### src/rtl/vga_sync_gen.sv
// Raster timing generator: free-running h/v counters with registered, zero-skew sync/draw decodes.
// Optional frame counter enabled by defining VGA_FRAME_CNT_EN.
module vga_sync_gen #(
   parameter int H_ACTIVE = 640,
   parameter int H_FP     = 16,
   parameter int H_SYNC   = 96,
   parameter int H_BP     = 48,
   parameter int V_ACTIVE = 480,
   parameter int V_FP     = 10,
   parameter int V_SYNC   = 2,
   parameter int V_BP     = 33,
   parameter bit HS_POL   = 1'b0,
   parameter bit VS_POL   = 1'b0,
   parameter int CW       = 10
) (
   input  logic          pixelclock,
   input  logic          nreset,
   input  logic          pix_en,
   output logic          hsinc,
   output logic          vsinc,
   output logic          draw,
   output logic [CW-1:0] x,
   output logic [CW-1:0] y,
   output logic          line_start,
   output logic          frame_start,
   output logic [7:0]    frame_cnt
);

   localparam int H_TOTAL = H_ACTIVE + H_FP + H_SYNC + H_BP;
   localparam int V_TOTAL = V_ACTIVE + V_FP + V_SYNC + V_BP;
   localparam int HS_BEG  = H_ACTIVE + H_FP;
   localparam int HS_END  = H_ACTIVE + H_FP + H_SYNC;
   localparam int VS_BEG  = V_ACTIVE + V_FP;
   localparam int VS_END  = V_ACTIVE + V_FP + V_SYNC;

   localparam logic [CW-1:0] H_LAST = CW'(H_TOTAL - 1);
   localparam logic [CW-1:0] V_LAST = CW'(V_TOTAL - 1);

   logic [CW-1:0] x_next;
   logic [CW-1:0] y_next;
   logic          draw_next;
   logic          hsinc_next;
   logic          vsinc_next;
   logic          line_start_next;
   logic          frame_start_next;

   // Decodes are taken from the next position so every output lands on the same edge as x/y.
   always_comb begin
      x_next = x + CW'(1);
      y_next = y;
      if (x == H_LAST) begin
         x_next = '0;
         if (y == V_LAST) y_next = '0;
         else             y_next = y + CW'(1);
      end
      draw_next        = (int'(x_next) < H_ACTIVE) && (int'(y_next) < V_ACTIVE);
      hsinc_next       = ((int'(x_next) >= HS_BEG) && (int'(x_next) < HS_END)) ? HS_POL : !HS_POL;
      vsinc_next       = ((int'(y_next) >= VS_BEG) && (int'(y_next) < VS_END)) ? VS_POL : !VS_POL;
      line_start_next  = (x_next == '0);
      frame_start_next = (x_next == '0) && (y_next == '0);
   end

   always_ff @(posedge pixelclock or negedge nreset) begin
      if (!nreset) begin
         x           <= H_LAST;
         y           <= V_LAST;
         hsinc       <= !HS_POL;
         vsinc       <= !VS_POL;
         draw        <= 1'b0;
         line_start  <= 1'b0;
         frame_start <= 1'b0;
      end else if (pix_en) begin
         x           <= x_next;
         y           <= y_next;
         hsinc       <= hsinc_next;
         vsinc       <= vsinc_next;
         draw        <= draw_next;
         line_start  <= line_start_next;
         frame_start <= frame_start_next;
      end
   end

`ifdef VGA_FRAME_CNT_EN
   logic [7:0] frame_cnt_q;

   always_ff @(posedge pixelclock or negedge nreset) begin
      if (!nreset)                        frame_cnt_q <= 8'd0;
      else if (pix_en && frame_start_next) frame_cnt_q <= frame_cnt_q + 8'd1;
   end

   assign frame_cnt = frame_cnt_q;
`else
   assign frame_cnt = 8'd0;
`endif

endmodule

### config.mk
export PLATFORM = sky130hd
export DESIGN_NAME = vga_sync_gen
export DESIGN_NICKNAME = d
export VERILOG_FILES = /design/src/rtl/vga_sync_gen.sv
export SDC_FILE = /design/constraint.sdc
export NUM_CORES = 1
export LEC_CHECK = 0
export BUFFER_PORTS_ARGS = -buffer_cell sky130_fd_sc_hd__clkbuf_2
export CELL_PAD_IN_SITES_DETAIL_PLACEMENT = 0
export CELL_PAD_IN_SITES_GLOBAL_PLACEMENT = 1
export CORE_ASPECT_RATIO = 1.25
export CORE_MARGIN = 2
export CORE_UTILIZATION = 42
export CTS_CLUSTER_SIZE = 16
export DETAILED_ROUTE_END_ITERATION = 12
export PLACE_DENSITY = 0.84
export SLEW_MARGIN = 30
export SYNTH_ARGS = -nofsm -noshare
export SYNTH_HDL_FRONTEND = slang
export SYNTH_SLANG_ARGS = --single-unit
### constraint.sdc
create_clock -name pixelclock -period 2.4 [get_ports pixelclock]
set_clock_uncertainty 0.05 [all_clocks]
set_input_delay 0.36 -clock pixelclock [delete_from_list [all_inputs] [get_ports pixelclock]]
set_output_delay 0.36 -clock pixelclock [all_outputs]
set_load 0.01 [all_outputs]
==> results.yml, run 1 <==
route:
  firstDrtPassIters: 4
  wl_per_cell_um: 14.5
  dr_wl_met3_um: 201
  postRouteAntennaNets: 0
  wl_met2_mm: 2.27
  num_vias: 1681
  drtIter0Drc: 72
  drc: 0
  wl_met1_mm: 1.87
  viasPerCell: 5.55
  highest_layer: "met4"
  routed_wl_mm: 4.40
clock_network:
  post_cts_buffers: 0
  cts_max_level: 1
  clk_latency_ns: 0.27
  clockRootBuffer: "clkbuf_8"
  clk_path_buf_depth: 2
  cts_tree: "yes"
  cts_made_buffers: 3
  path_clk_slew_ns: 0.09
  clock-sinks: 25
power_and_ir_drop:
  p_per_area_nw_per_um2: 581
  leakage_nw: 0.909
  netSwitchingFraction_pct: 36.4
  vdd_ir_drop_max_v: 0.000197
  clock_power_share_pct: 20.8
  comb_power_share_pct: 30.7
  p_switching_w: 0.000454
  p_int_w: 0.000794
  seqPwrFrac_pct: 48.5
synthesis:
  synth-compound-area-share_pct: 19.0
  yosys_warnings: 0
  synth_top_family_by_area: "simple AND/OR/NAND/NOR gates"
  syn-instance-count: 219
  synth-simple-area-share_pct: 26.6
  synth-main-ff-cell: "dfrtp_1"
  synth_edf_count: 0
  yosys.area.top_type: "dfrtp_1"
  syn_area_um2: 1910
  synth_top_area_share_pct: 17.0
  synth_fa_ha_area_share_pct: 1.96
  synth-seq-cells: 25
  synth_mux_area_share_pct: 1.64
  synth_xor_area_share_pct: 6.87
  async_reset_ff_share_pct: 100
  ys_seq_area_share_pct: 33.5
  avgSynthCellArea_um2: 8.74
  synth_top_cells_by_area: "dfrtp_1 (17%), dfstp_2 (16%), buf_4 (4.3%)"
  ys_types: 55
finish:
  finalNetCount: 252
  final_common_cell: "clkbuf_2"
  drive_gt1_share_pct: 30.2
  utilization_pct: 48.9
  num_antenna_cells: 0
  layout_common_cells: "clkbuf_2 (27), nand2_1 (18), nor2_1 (15), o21ai_0 (15), buf_4 (14)"
  final_cell_area_um2: 2150
  syn_to_final_growth_pct: 12.2
die:
  core_um2: 4390
  dieArea_um2: 5110
  rows: 27
  initial_core_util_pct: 43.6
  die_width_um: 64.4
  ioPinCount: 36
  die_h_um: 79.5
global_route:
  grt_pass1_wl_mm: 7.41
  grt_overflow_total: 0
  grt_use_total_pct: 18.2
  antenna_found_initial: 0
  first_global_vias: 1542
  grt_start_max_net_pins: 26
sta:
  slew-limit-headroom_pct: 57.1
  finalSetupViolCount: 0
  post-route-period-util_pct: 92.3
  slew_viol_final: 0
  period_minus_slack_ns: 2.21
  rsz0062_at_grt: "false"
  clock.fmax_mhz: 452
  hold_viol: 0
  tns_ns: 0
  worst_pin_slew_ns: 0.643
setup_path:
  r2r-start: "x[0]"
  cp.required_ns: 2.54
  crit_arrival_ns: 2.35
  cp-end-kind: "flop"
  crit_type: "flop to flop"
  crit_fanout: 9
  reg2reg_depth: 8
  start_kind: "flop"
  reg2reg_to: "draw"
  reg2reg_slack_ns: 0.19
outcome:
  outcome: "finished clean"
min_path:
  holdCritPathClass: "input pin to async pin"
place:
  dpl-instance-area_um2: 2090
  post-dp-hpwl_mm: 3.36
  port-buffer-count: 27
  gp_congestion: 0.919
flow_run:
  maxCapViolCount: 0
worst max path at each step:
stage | startpoint | to | slack [ns] | depth (start not counted)
6_report | x[0] | draw | 0.19 | 8
5_1_grt | x[0] | frame_start | 0.009 | 8
4_1_cts | x[0] | frame_start | 0.12 | 7
3_5_place_dp | x[0] | frame_start | 0.13 | 7
3_3_place_gp | x[0] | frame_start | 0.19 | 7
2_1_floorplan | x[0] | frame_start | 0.21 | 8
stage by stage:
stage          total power, W  setup WS (ns)  hold WS, ns  cells
5_1_grt               0.00133        0.00913       0.0872    303
6_report              0.00125          0.186       0.0411    303
4_1_cts               0.00126          0.119       0.0706    303
3_5_place_dp         0.000997          0.134        0.375    299
2_1_floorplan        0.000875          0.206       0.0144    226
3_3_place_gp         0.000995          0.194        0.358    299
power groups by stage:
stage | Sequential (W) | Combinational [W] | Clock [W]
after floorplan | 0.000593 | 0.000283 | 0
after global placement | 0.000609 | 0.000386 | 0
after detailed placement | 0.000612 | 0.000385 | 0
after CTS | 0.000604 | 0.000386 | 0.000267
after global routing | 0.000618 | 0.000425 | 0.000287
final | 0.000606 | 0.000383 | 0.000259
flip-flops by register name, indices dropped and copies added, names as in the netlist:
| register | count |
|---|---|
| x | 10 |
| y | 10 |
| draw | 1 |
| frame_start | 1 |
| hsinc | 1 |
| line_start | 1 |
| vsinc | 1 |
kinds of logic (layout without fill, tap and decap cells):
family                   count (synthesis)  in the layout
AO/OA/AOI/OAI                           49             49
XOR/XNOR                                15             15
adder cells (fa/ha/maj)                  3              3
buffers and inverters                   36             55
flip-flops                              25             25
multiplexers                             3              3
other                                    1              8
AND/OR/NAND/NOR                         87             87
worst max-delay path, stage by stage, from the launching register on:
cell and delay [ns]:
dfstp_2 0.59, ha_1 0.17, and4_1 0.30, nand3_1 0.12, buf_4 0.20, o21ai_0 0.16, o21ai_0 0.09, and3_1 0.19
o32ai_2 0.26
cells in the mapped netlist, drive strengths merged, types with 2 or more instances:
library cell and count:
clkbuf 5, mux2i 2, and2 4, nand2 18
a31oi 3, o32ai 2, nor4 4, nand3b 2
nand4 6, dfrtp 13, o211ai 4, nor3 8
ha 3, and4 2, o21ai 16, o31ai 3
buf 21, and3 5, o41ai 2, nor2 15
inv 10, dfstp 12, xor2 7, xnor2 8
a22oi 2, nand3 13, a21oi 9, nor2b 2
final cells by class:
type / instances / area (um^2)
tap: 58 / 72.6
inverter: 10 / 37.5
timing repair buffer: 41 / 240
clock buffer: 4 / 45.0
multi-input combinational: 165 / 1110
fill: 454 / 2240
sequential: 25 / 641
what timing repair did:
item,4_1_cts,5_1_grt
endpoints found under the setup margin,0,2
hold buffers,0,0
gates resized for setup,0,2
layer usage:
metal / up-vias / GRT usage [%]
li1: 817 / -
met5: - / 0
met4: 0 / 5.32
met2: 52 / 31.9
met1: 805 / 23.9
met3: 7 / 1.69
No activity file was read; power rests on OpenSTA's default activity.
==> inputs of run 2 (changes only) <==
- CORE_MARGIN: 2 -> not set
- CORE_UTILIZATION: 42 -> 43
- CTS_BUF_LIST: not set -> sky130_fd_sc_hd__clkbuf_8
- MAX_ROUTING_LAYER: not set -> met4
- PLACE_DENSITY: 0.84 -> 0.86
==> results.yml, run 2 (synthesis gave the netlist of run 1 again) <==
die:
  rows: 26
  dieArea_um2: 4720
  die_h_um: 76.6
  ioPinCount: 36
  core_um2: 4160
  die_width_um: 61.7
  initial_core_util_pct: 45.9
setup_path:
  crit_arrival_ns: 2.43
  crit_type: "flop to flop"
  cp-end-kind: "flop"
  start_kind: "flop"
  crit_fanout: 7
  cp.required_ns: 2.53
power_and_ir_drop:
  p_int_w: 0.000799
  netSwitchingFraction_pct: 36.4
  vdd_ir_drop_max_v: 0.000233
  clock_power_share_pct: 20.3
  p_per_area_nw_per_um2: 582
  seqPwrFrac_pct: 47.3
  power_w: 0.00126
  p_switching_w: 0.000457
  comb_power_share_pct: 32.4
  leakage_nw: 0.918
finish:
  num_antenna_cells: 0
  syn_to_final_growth_pct: 12.7
  final_common_cell: "clkbuf_2"
  utilization_pct: 51.8
  top_regs: "x (10), y (10)"
  layout_common_cells: "clkbuf_2 (27), nand2_1 (18), nor2_1 (15), o21ai_0 (15), buf_4 (15)"
  finalNetCount: 253
  instances_no_fill: 302
  drive_gt1_share_pct: 30.5
sta:
  slew_viol_final: 0
  slew-limit-headroom_pct: 57.2
  period_minus_slack_ns: 2.30
  post-route-period-util_pct: 95.8
  clock.fmax_mhz: 435
  rsz0062_at_grt: "false"
  tns_ns: 0
  finalSetupViolCount: 0
  worst_pin_slew_ns: 0.643
  holdWs_ns: 0.0403
  hold_viol: 0
global_route:
  grt_use_total_pct: 20.8
  first_global_vias: 1473
  antenna_found_initial: 0
  grt_pass1_wl_mm: 7.35
  grt_start_max_net_pins: 26
  grt_overflow_total: 0
place:
  dpl.cell_count: 298
  port-buffer-count: 27
  gp_congestion: 0.849
  post-dp-hpwl_mm: 3.34
route:
  drtIter0Drc: 118
  firstDrtPassIters: 4
  routed_wl_mm: 4.47
  drc: 0
  wl_per_cell_um: 14.8
  viasPerCell: 5.48
  num_vias: 1656
  postRouteAntennaNets: 0
clock_network:
  clock-sinks: 25
  path_clk_slew_ns: 0.09
  cts_max_level: 1
  cts_tree: "yes"
  cts_made_buffers: 3
  clk_path_buf_depth: 2
  clk_latency_ns: 0.28
  clockRootBuffer: "clkbuf_8"
flow_run:
  maxCapViolCount: 0
outcome:
  outcome: "finished clean"
min_path:
  holdCritPathClass: "input pin to async pin"
## run 2: worst paths after layout
| check | start | endpoint | slack (ns) | depth (start not counted) |
|---|---|---|---|---|
| max | x[0] | frame_start | 0.10 | 9 |
| min | nreset | line_start | 0.04 | 1 |
| min in group pixelclock | pix_en | x[0] | 0.25 | 2 |
| max in group asynchronous | nreset | draw | 1.84 | 1 |
| min reg2reg | hsinc | hsinc | 0.45 | 2 |
| max reg2reg | x[0] | frame_start | 0.10 | 9 |
## run 2: timing repair
action / 4_1_cts / 5_1_grt
setup endpoints to repair: 0 / 3
setup buffers: 0 / 0
hold buffers: 0 / 0
resized for setup: 0 / 2
## run 2: critical path: stages (launching register included)
cell	delay (ns)
dfstp_2	0.59
ha_1	0.17
and4_1	0.24
buf_4	0.18
and3_1	0.18
buf_4	0.16
o21ai_1	0.08
a21oi_2	0.18
nand2_1	0.09
o32ai_2	0.28
## run 2: metal layers
layer	up-vias	GRT usage [%]	routed length (um)
met2	34	31.3	2300
li1	821	-	-
met3	5	2.38	117
met1	796	28.7	1980
met5	-	-	0
met4	0	6.89	65
## run 2: power groups by stage
stage                     sequential (W)  combinational (W)  clock (W)
after floorplan                 0.000593           0.000283          0
after CTS                       0.000592           0.000408   0.000263
after global routing            0.000605           0.000458   0.000284
after global placement          0.000599           0.000407          0
final                           0.000594           0.000406   0.000255
after detailed placement        0.000600           0.000406          0
## run 2: final cells by class
class	instances	area (um^2)
fill	429	2010
timing repair buffer	42	248
clock inverter	1	3.75
inverter	10	37.5
tap	56	70.1
sequential	25	641
multi-input combinational	165	1110
clock buffer	3	41.3
## run 2: metrics by stage
stage | worst slack [ns] | cell area [um^2]
after floorplan | 0.206 | 1940
after global placement | 0.212 | 2100
after detailed placement | 0.160 | 2100
after CTS | 0.115 | 2140
after global routing | 0.0113 | 2160
final | 0.101 | 2160
